===== src/rtl/bhand_fifo.sv =====
// bhand_fifo: DEPTH-entry valid/ready buffer with registered outputs.
// DEPTH = 2**ADDR_WIDTH. idata_rdy, odata_vld and odata are all registered.
// Optional feature, enabled by defining BHAND_FIFO_COUNT_EN, adds the
// occupancy output `count` and the registered flag `half_full`.
module bhand_fifo #(
  parameter int DATA_WIDTH = 8,
  parameter int ADDR_WIDTH = 2
) (
  input  logic                  clk,
  input  logic                  rst,
  input  logic [DATA_WIDTH-1:0] idata,
  input  logic                  idata_vld,
  output logic                  idata_rdy,
  output logic [DATA_WIDTH-1:0] odata,
  output logic                  odata_vld,
  input  logic                  odata_rdy
`ifdef BHAND_FIFO_COUNT_EN
  ,
  output logic [ADDR_WIDTH:0]   count,
  output logic                  half_full
`endif
);

  localparam int DEPTH = 1 << ADDR_WIDTH;
  localparam logic [ADDR_WIDTH:0] LP_DEPTH = {1'b1, {ADDR_WIDTH{1'b0}}};
  localparam logic [ADDR_WIDTH:0] LP_ZERO  = '0;

  logic [DATA_WIDTH-1:0] r_mem [DEPTH];
  logic [ADDR_WIDTH-1:0] r_wr_ptr;
  logic [ADDR_WIDTH-1:0] r_rd_ptr;
  logic [ADDR_WIDTH:0]   r_count;
  logic                  r_idata_rdy;
  logic                  r_odata_vld;
  logic [DATA_WIDTH-1:0] r_odata;

  logic                  w_push;
  logic                  w_pop;
  logic [ADDR_WIDTH-1:0] w_wr_ptr_next;
  logic [ADDR_WIDTH-1:0] w_rd_ptr_next;
  logic [ADDR_WIDTH:0]   w_count_next;
  logic                  w_fwd;
  logic [DATA_WIDTH-1:0] w_odata_next;

  // Handshakes use only registered status, so nothing combinational reaches an output.
  assign w_push = idata_vld & r_idata_rdy;
  assign w_pop  = r_odata_vld & odata_rdy;

  // Next-state pointers, occupancy and the word that will sit at the head.
  always_comb begin
    // NOTE: every signal gets a default first so no path leaves it unassigned (no latch).
    w_wr_ptr_next = r_wr_ptr;
    w_rd_ptr_next = r_rd_ptr;
    w_count_next  = r_count;
    if (w_push) w_wr_ptr_next = r_wr_ptr + 1'b1;
    if (w_pop)  w_rd_ptr_next = r_rd_ptr + 1'b1;
    case ({w_push, w_pop})
      2'b10:   w_count_next = r_count + 1'b1;
      2'b01:   w_count_next = r_count - 1'b1;
      default: w_count_next = r_count;
    endcase
    // The entry becoming the head is being written this edge: take idata directly.
    w_fwd        = w_push && (r_wr_ptr == w_rd_ptr_next);
    w_odata_next = w_fwd ? idata : r_mem[w_rd_ptr_next];
  end

  // Storage write on push.
  always_ff @(posedge clk) begin
    // NOTE: the storage array has no reset; occupancy alone decides which entries are live.
    if (w_push) r_mem[r_wr_ptr] <= idata;
  end

  // Pointers, occupancy and registered status/data outputs.
  always_ff @(posedge clk or posedge rst) begin
    if (rst) begin
      // NOTE: sequential state uses non-blocking assignments so all registers update together.
      r_wr_ptr    <= '0;
      r_rd_ptr    <= '0;
      r_count     <= '0;
      r_idata_rdy <= 1'b0;
      r_odata_vld <= 1'b0;
      r_odata     <= '0;
    end else begin
      r_wr_ptr    <= w_wr_ptr_next;
      r_rd_ptr    <= w_rd_ptr_next;
      r_count     <= w_count_next;
      r_idata_rdy <= (w_count_next != LP_DEPTH);
      r_odata_vld <= (w_count_next != LP_ZERO);
      r_odata     <= w_odata_next;
    end
  end

  assign idata_rdy = r_idata_rdy;
  assign odata_vld = r_odata_vld;
  assign odata     = r_odata;

`ifdef BHAND_FIFO_COUNT_EN
  localparam logic [ADDR_WIDTH:0] LP_HALF = LP_DEPTH >> 1;

  logic r_half_full;

  // Registered half-full flag computed from next occupancy.
  always_ff @(posedge clk or posedge rst) begin
    if (rst) r_half_full <= 1'b0;
    else     r_half_full <= (w_count_next >= LP_HALF);
  end

  assign count     = r_count;
  assign half_full = r_half_full;
`endif

endmodule


===== config.mk =====
export PLATFORM = sky130hd
export DESIGN_NAME = bhand_fifo
export DESIGN_NICKNAME = d
export VERILOG_FILES = /design/src/rtl/bhand_fifo.sv
export SDC_FILE = /design/constraint.sdc
export NUM_CORES = 1
export LEC_CHECK = 0
export CORE_MARGIN = 5
export CORE_UTILIZATION = 40
export DETAILED_ROUTE_END_ITERATION = 10
export MAX_ROUTING_LAYER = met4
export PLACE_DENSITY = 0.57
export REMOVE_ABC_BUFFERS = 1
export SETUP_SLACK_MARGIN = 0.1
export SLEW_MARGIN = 10
export SYNTH_ARGS = -nofsm -noshare
export SYNTH_HDL_FRONTEND = slang
export SYNTH_SLANG_ARGS = --single-unit

===== constraint.sdc =====
create_clock -name clk -period 2.07 [get_ports clk]
set_input_delay 0.3105 -clock clk [delete_from_list [all_inputs] [get_ports clk]]
set_output_delay 0.3105 -clock clk [all_outputs]
set_load 0.005 [all_outputs]

==> results.md, run 1 <==
- Critical Path, Cell by Cell: buf_6 -> clkdlybuf4s50_1
- Max-Cap Viols: 0
- Gate power share: 49.1%
- Placer Congestion: 0.777
- Slew Limit Fails: 0
- Initial antenna violation count: 0
- Pre-CTS WS: -256 ps
- P_int: 2.69 mW
- Routed WL: 6710 um
- CP max stage cell: clkdlybuf4s50_1
- Post-DRT Antenna Nets: 0
- Grt met2 use: 27.8%
- Final nets: 272
- Slew margin rel.: 69.5%
- DP Wirelength: 4270 um
- Top cells by area, synth: edfxtp_1 37%, dfrtp_1 16%, mux2i_1 6.1%, a2111oi_0 5.4%, o2bb2ai_1 5.4%
- Clock buffer depth: 2
- FF-to-FF setup slack: 240 ps
- Tcrit/Tclk final: 90.3%
- Post-Synthesis Cells: 218
- FP Rows: 29
- Grt peak-use layer: met2
- Yosys reg bits: 49
- Diode count: 0
- Final hold vios: 0
- Synth cell count leaders: 32 x edfxtp_1, 17 x dfrtp_1
- Crit Path Category: reg2out
- Met1 Resource Use GR: 22.2%
- FFs w/ async S/R, synth: 34.7%
- Clock Power Share: 15.6%
- Outcome: finished, final reports clean
- Switch Pwr: 1.69 mW
- Post-synthesis sequential area ratio: 53.1%
- Number of buffers created by CTS: 5
- Ys Warns: 0
- IO buf count: 21
- FMAX: 0.535 GHz
- Multi-input gate area: 1110 um^2
- Clk_skew: 11.5 ps
- Detailed Route Iter0 Violations: 134
- Fillers: 570
- Count leader, synth: edfxtp_1
- Root Buffer: clkbuf_8
- Vias per inst: 5.86
- Tot Pwr: 4.37 mW
- H-tree depth: 2
- Worst Max-Slew Pin Slew: 458 ps
- GR Overflow Total: 0
- First-pass GRT wire length: 10700 um
- RSZ-0062 raised after global routing: false
- Number of global-route vias before repair: 1980
- IO Pins: 22
- Crit-path max cell delay: 520 ps
- Post-synth cell types: 35
- Hold Slack: 319 ps
- Die area: 8250 um^2
- GRT Util Overall: 17.1%
- PwrDens: 1400 nW/um^2
- Required time of the critical path: 1760 ps
- Synth Flop Type: edfxtp_1
- TritonCTS clock tree: built
- Share of cells above drive strength 1: 17.6%
- Met3 Resource Use GR: 3.00%
- Area leader, netlist: edfxtp_1
- Worst EP arrival: 1560 ps
- Initial Util: 41.1%
- PnR worst setup slack: 200 ps
- Post-synth top area share: 36.8%
- Minimum clock period: 1870 ps
- Startpoint Class: flip-flop
- Reg area: 1390 um^2
- Leak: 1.17 nW
- Clock network latency to the later pin of the worst-skew pair: 310 ps
- EDFF count, synth: 32
- Peak VDD IR: 0.726 mV
- Clock sinks: 49
- Hold WC Path Type: in2async
- Crit end category: primary output
- Chip Height: 90.8 um
- # setup viols final: 0
- Via count: 1944
- Drc violations: 0
- Synthesis-to-finish area growth: 19.6%
- Reg power frac: 35.2%
- Core ar.: 6350 um^2
- Syn avg cell area: 12.0 um^2
- Post-DR wirelength/cell: 20.2 um
- Die width: 90.8 um
- CP max FO: 17
- Cell Area, Synth: 2610 um^2
- Switching Share: 38.6%
- Clk slew on worst S/H paths: 100 ps
- Largest net degree at the start of global routing: 30
- First-pass iteration count of the detailed router: 4
==> path summary, 6_finish.rpt <==
kind / startpoint / end / depth (start not counted)
max: odata_vld$_DFF_PP0_ / odata_vld / 2
min: rst / r_rd_ptr[0]$_DFF_PP0_ / 3
max reg2reg: odata_vld$_DFF_PP0_ / idata_rdy$_DFF_PP0_ / 8
min reg2reg: r_count[2]$_DFF_PP0_ / idata_rdy$_DFF_PP0_ / 2
max in group asynchronous: rst / idata_rdy$_DFF_PP0_ / 3
min in group clk: r_count[2]$_DFF_PP0_ / idata_rdy$_DFF_PP0_ / 2
==> metal layers <==
layer	up-vias	routed length, um
li1	911	-
met1	987	3130
met2	39	3290
met3	7	205
met4	0	82
met5	-	0
==> worst max-delay path: cells and delay by family, from the launching register on <==
family	cells	cell delay [ps]
flip-flops	1	500
buffers and inverters	2	750
==> area by class of cell <==
type	count	area share (%)
sequential	49	44.4
multi-input combinational	146	35.4
timing repair buffer	46	12.9
tap	77	3.08
clock buffer	6	2.32
clock inverter	2	1.12
inverter	6	0.801
==> power groups by stage <==
stage / combinational [mW] / sequential, mW / clock (mW)
floorplan: 1.12 / 1.63 / 0
global placement: 2.09 / 1.55 / 0
detailed placement: 2.13 / 1.56 / 0
CTS: 2.13 / 1.54 / 0.695
global route: 2.37 / 1.57 / 0.755
finish: 2.15 / 1.54 / 0.684
==> placed cells by master, fill, tap and decap left out, types with 2 or more instances in the layout <==
cell type,count
dfrtp_1,16
nand2_1,11
buf_4,24
edfxtp_1,32
o21ai_0,10
nand2b_1,11
clkbuf_8,5
clkdlybuf4s50_1,19
ha_1,4
nor3_1,16
nand4_1,8
and3_1,4
o2bb2ai_1,16
a2111oi_0,16
o22ai_1,8
xnor2_1,4
nor2_1,2
nand3_1,8
inv_1,3
mux2i_1,16
==> registers in the layout (all words and copies together) (netlist names) <==
register / cells
r_wr_ptr: 2
r_count: 3
r_rd_ptr: 2
odata: 8
idata_rdy: 1
odata_vld: 1
r_mem: 32
==> cell families after synthesis <==
| group | synth area share [%] |
|---|---|
| fa+ha+maj | 3.16 |
| flops | 53.1 |
| buf+inv | 4.88 |
| xor+xnor | 3.64 |
| compound gates | 14.6 |
| mux | 6.56 |
| simple gates | 14.1 |
==> stage by stage <==
step	setup TNS [ps]	utilization (%)	std cells	area [um^2]
final	0	49.2	332	3130
after global routing	0	49.2	332	3130
after CTS	0	48.9	331	3100
after detailed placement	-1740	47.2	323	3000
after global placement	-1290	47.2	323	3000
after floorplan	-105	-	201	2510
==> timing repair <==
action,CTS,global route
hold buffers,0,0
pin swaps,0,2
endpoints found under the setup margin,2,4
gates resized for setup,1,6
setup buffers,0,1
Power figures use the tool's default switching activity.
==> run 2, diff against run 1 <==
--- a/config.mk
+++ b/config.mk
@@ -7,6 +7,7 @@
 export LEC_CHECK = 0
 export CORE_MARGIN = 5
 export CORE_UTILIZATION = 40
+export CTS_CLUSTER_SIZE = 14
 export DETAILED_ROUTE_END_ITERATION = 10
 export MAX_ROUTING_LAYER = met4
 export PLACE_DENSITY = 0.57
==> results of run 2 <==
The final DEF is identical to that of run 1; final timing and power are the same.
==> run 3, diff against run 2 <==
--- a/config.mk
+++ b/config.mk
@@ -10,7 +10,7 @@
 export CTS_CLUSTER_SIZE = 14
 export DETAILED_ROUTE_END_ITERATION = 10
 export MAX_ROUTING_LAYER = met4
-export PLACE_DENSITY = 0.57
+export PLACE_DENSITY_LB_ADDON = 0.1
 export REMOVE_ABC_BUFFERS = 1
 export SETUP_SLACK_MARGIN = 0.1
 export SLEW_MARGIN = 10
==> run 3 against run 2 <==
Effect of this change: clock power fell by 1%; utilization barely moved; non-clock buffer count did not move; count of clock-buffer cells in the layout fell by 1; sequential share of layout area rose by 0.098 points; clock skew fell by 4.6 ps; cell count did not move; setup slack improved by 0.52 ps; fmax barely moved.
==> results.md, run 3 (synthesized netlist as in run 1, its figures left out) <==
- Outcome: finished, final reports clean
- Startpoint Class: flip-flop
- Worst reg2reg path endpoint: idata_rdy$_DFF_PP0_
- Core ar.: 6350 um^2
- Cells after DPL: 322
- First-pass GRT wire length: 10700 um
- Final hold vios: 0
- H-tree depth: 2
- Multi-input gate area: 1100 um^2
- DP Wirelength: 4500 um
- Clock network latency to the later pin of the worst-skew pair: 300 ps
- Vias per inst: 5.95
- IO Pins: 22
- Post-DR wirelength/cell: 20.0 um
- Crit Path Category: reg2out
- Drc violations: 0
- Hold Slack: 329 ps
- Die area: 8250 um^2
- Most common cell after layout, fill and taps aside: edfxtp_1
- Root Buffer: clkbuf_8
- Chip Height: 90.8 um
- # setup viols final: 0
- IO buf count: 21
- FF-to-FF setup slack: 210 ps
- Via count: 1976
- Pre-CTS WS: -226 ps
- Largest Register: r_mem
- CP max stage cell: clkdlybuf4s50_1
- Largest net degree at the start of global routing: 23
- PnR worst setup slack: 200 ps
- CP Buf/Inv Count: 2
- RSZ-0062 raised after global routing: false
- Register-to-Register Path Depth: 8
- Clock buffer depth: 2
- Most frequent cells in the layout: 32 x edfxtp_1, 25 x buf_4, 19 x clkdlybuf4s50_1
- Placer Congestion: 0.796
- PwrDens: 1390 nW/um^2
- Cell family with most CP delay: buffers and inverters
- Fillers: 558
- Critical Path, Cell by Cell: buf_4 -> clkdlybuf4s50_1
- FP Rows: 29
- Tot Pwr: 4.35 mW
- Routed WL: 6650 um
- Max-Cap Viols: 0
- Slew Limit Fails: 0
- GRT Util Overall: 17.1%
- Minimum clock period: 1870 ps
- Clk_skew: 6.81 ps
- Clock sinks: 49
- Initial antenna violation count: 0
- Worst EP arrival: 1560 ps
- Number of buffers created by CTS: 5
- Number of global-route vias before repair: 2079
- Clk slew on worst S/H paths: 90 ps
- First-pass iteration count of the detailed router: 5
- Synthesis-to-finish area growth: 19.6%
- Die width: 90.8 um
- Cts hold-fix bufs: 0
- Initial Util: 41.1%
- Hold WC Path Type: in2async
- Detailed Route Iter0 Violations: 104
- Largest register FFs: 32
- Leak: 1.16 nW
- Crit end category: primary output
- Reg2reg start: odata_vld$_DFF_PP0_
- Peak VDD IR: 0.588 mV
- TritonCTS clock tree: built
- Required time of the critical path: 1760 ps
- Post-DRT Antenna Nets: 0
- Diode count: 0
- Crit-path max cell delay: 540 ps
- GR Overflow Total: 0
- Reg area: 1390 um^2
- Cell Count, Final, Fillers Out: 332
- Share of cells above drive strength 1: 18.0%
- Slew margin rel.: 62.5%
- Worst Max-Slew Pin Slew: 563 ps
- Final nets: 272
- CP max FO: 17
- FMAX: 0.535 GHz
- Tcrit/Tclk final: 90.3%
==> run 3: cell count changes in the layout (fill, tap and decap cells not counted), sizes merged <==
cell and delta:
clkbuf -1, clkinvlp +1
==> run 3: report_power, final <==
group | leakage (nW) | internal, mW | switching [mW]
Sequential | 0.487 | 1.35 | 0.184
Combinational | 0.626 | 0.953 | 1.19
Clock | 0.0518 | 0.356 | 0.319
Total | 1.16 | 2.66 | 1.69
==> run 3: cell type report <==
cell class,count,share of cell area [%]
inverter,6,0.801
tap,77,3.08
clock inverter,3,1.32
sequential,49,44.5
multi-input combinational,146,35.3
timing repair buffer,46,12.8
clock buffer,5,2.20
==> run 3: worst max-delay path by stage <==
stage	startpoint	end	slack, ps	cells past startpoint
CTS	odata_vld$_DFF_PP0_	odata_vld	110	2
global route	r_wr_ptr[0]$_DFFE_PP0P_	odata[6]$_DFF_PP0_	110	4
finish	odata_vld$_DFF_PP0_	odata_vld	200	2
global placement	odata_rdy	odata_vld$_DFF_PP0_	-170	9
floorplan	odata_vld$_DFF_PP0_	idata_rdy$_DFF_PP0_	-50	8
detailed placement	odata_rdy	idata_rdy$_DFF_PP0_	-230	9
==> run 3: what timing repair did <==
item	in CTS	in global routing
buffers inserted	0	2
resized for setup	1	6
pin swaps	0	2
setup endpoints to repair	1	10
==> run 3: per-stage QoR <==
stage	TNS, ps	instance area [um^2]	utilization [%]
floorplan	-105	2510	-
detailed placement	-1630	2990	47.1
CTS	0	3100	48.8
global route	0	3120	49.2
finish	0	3120	49.2
global placement	-1140	2990	47.1
==> run 3: worst min-delay path, stage by stage <==
cell and delay, ps:
clkdlybuf4s50_1 400, inv_1 50, buf_4 250
==> run 3: routing by layer <==
metal,share of wire [%],up-vias,global-route usage [%]
met2,49,89,27.0
met5,0,-,-
met3,7.5,9,3.33
met1,43,968,22.0
met4,1.1,0,5.99
li1,-,910,-
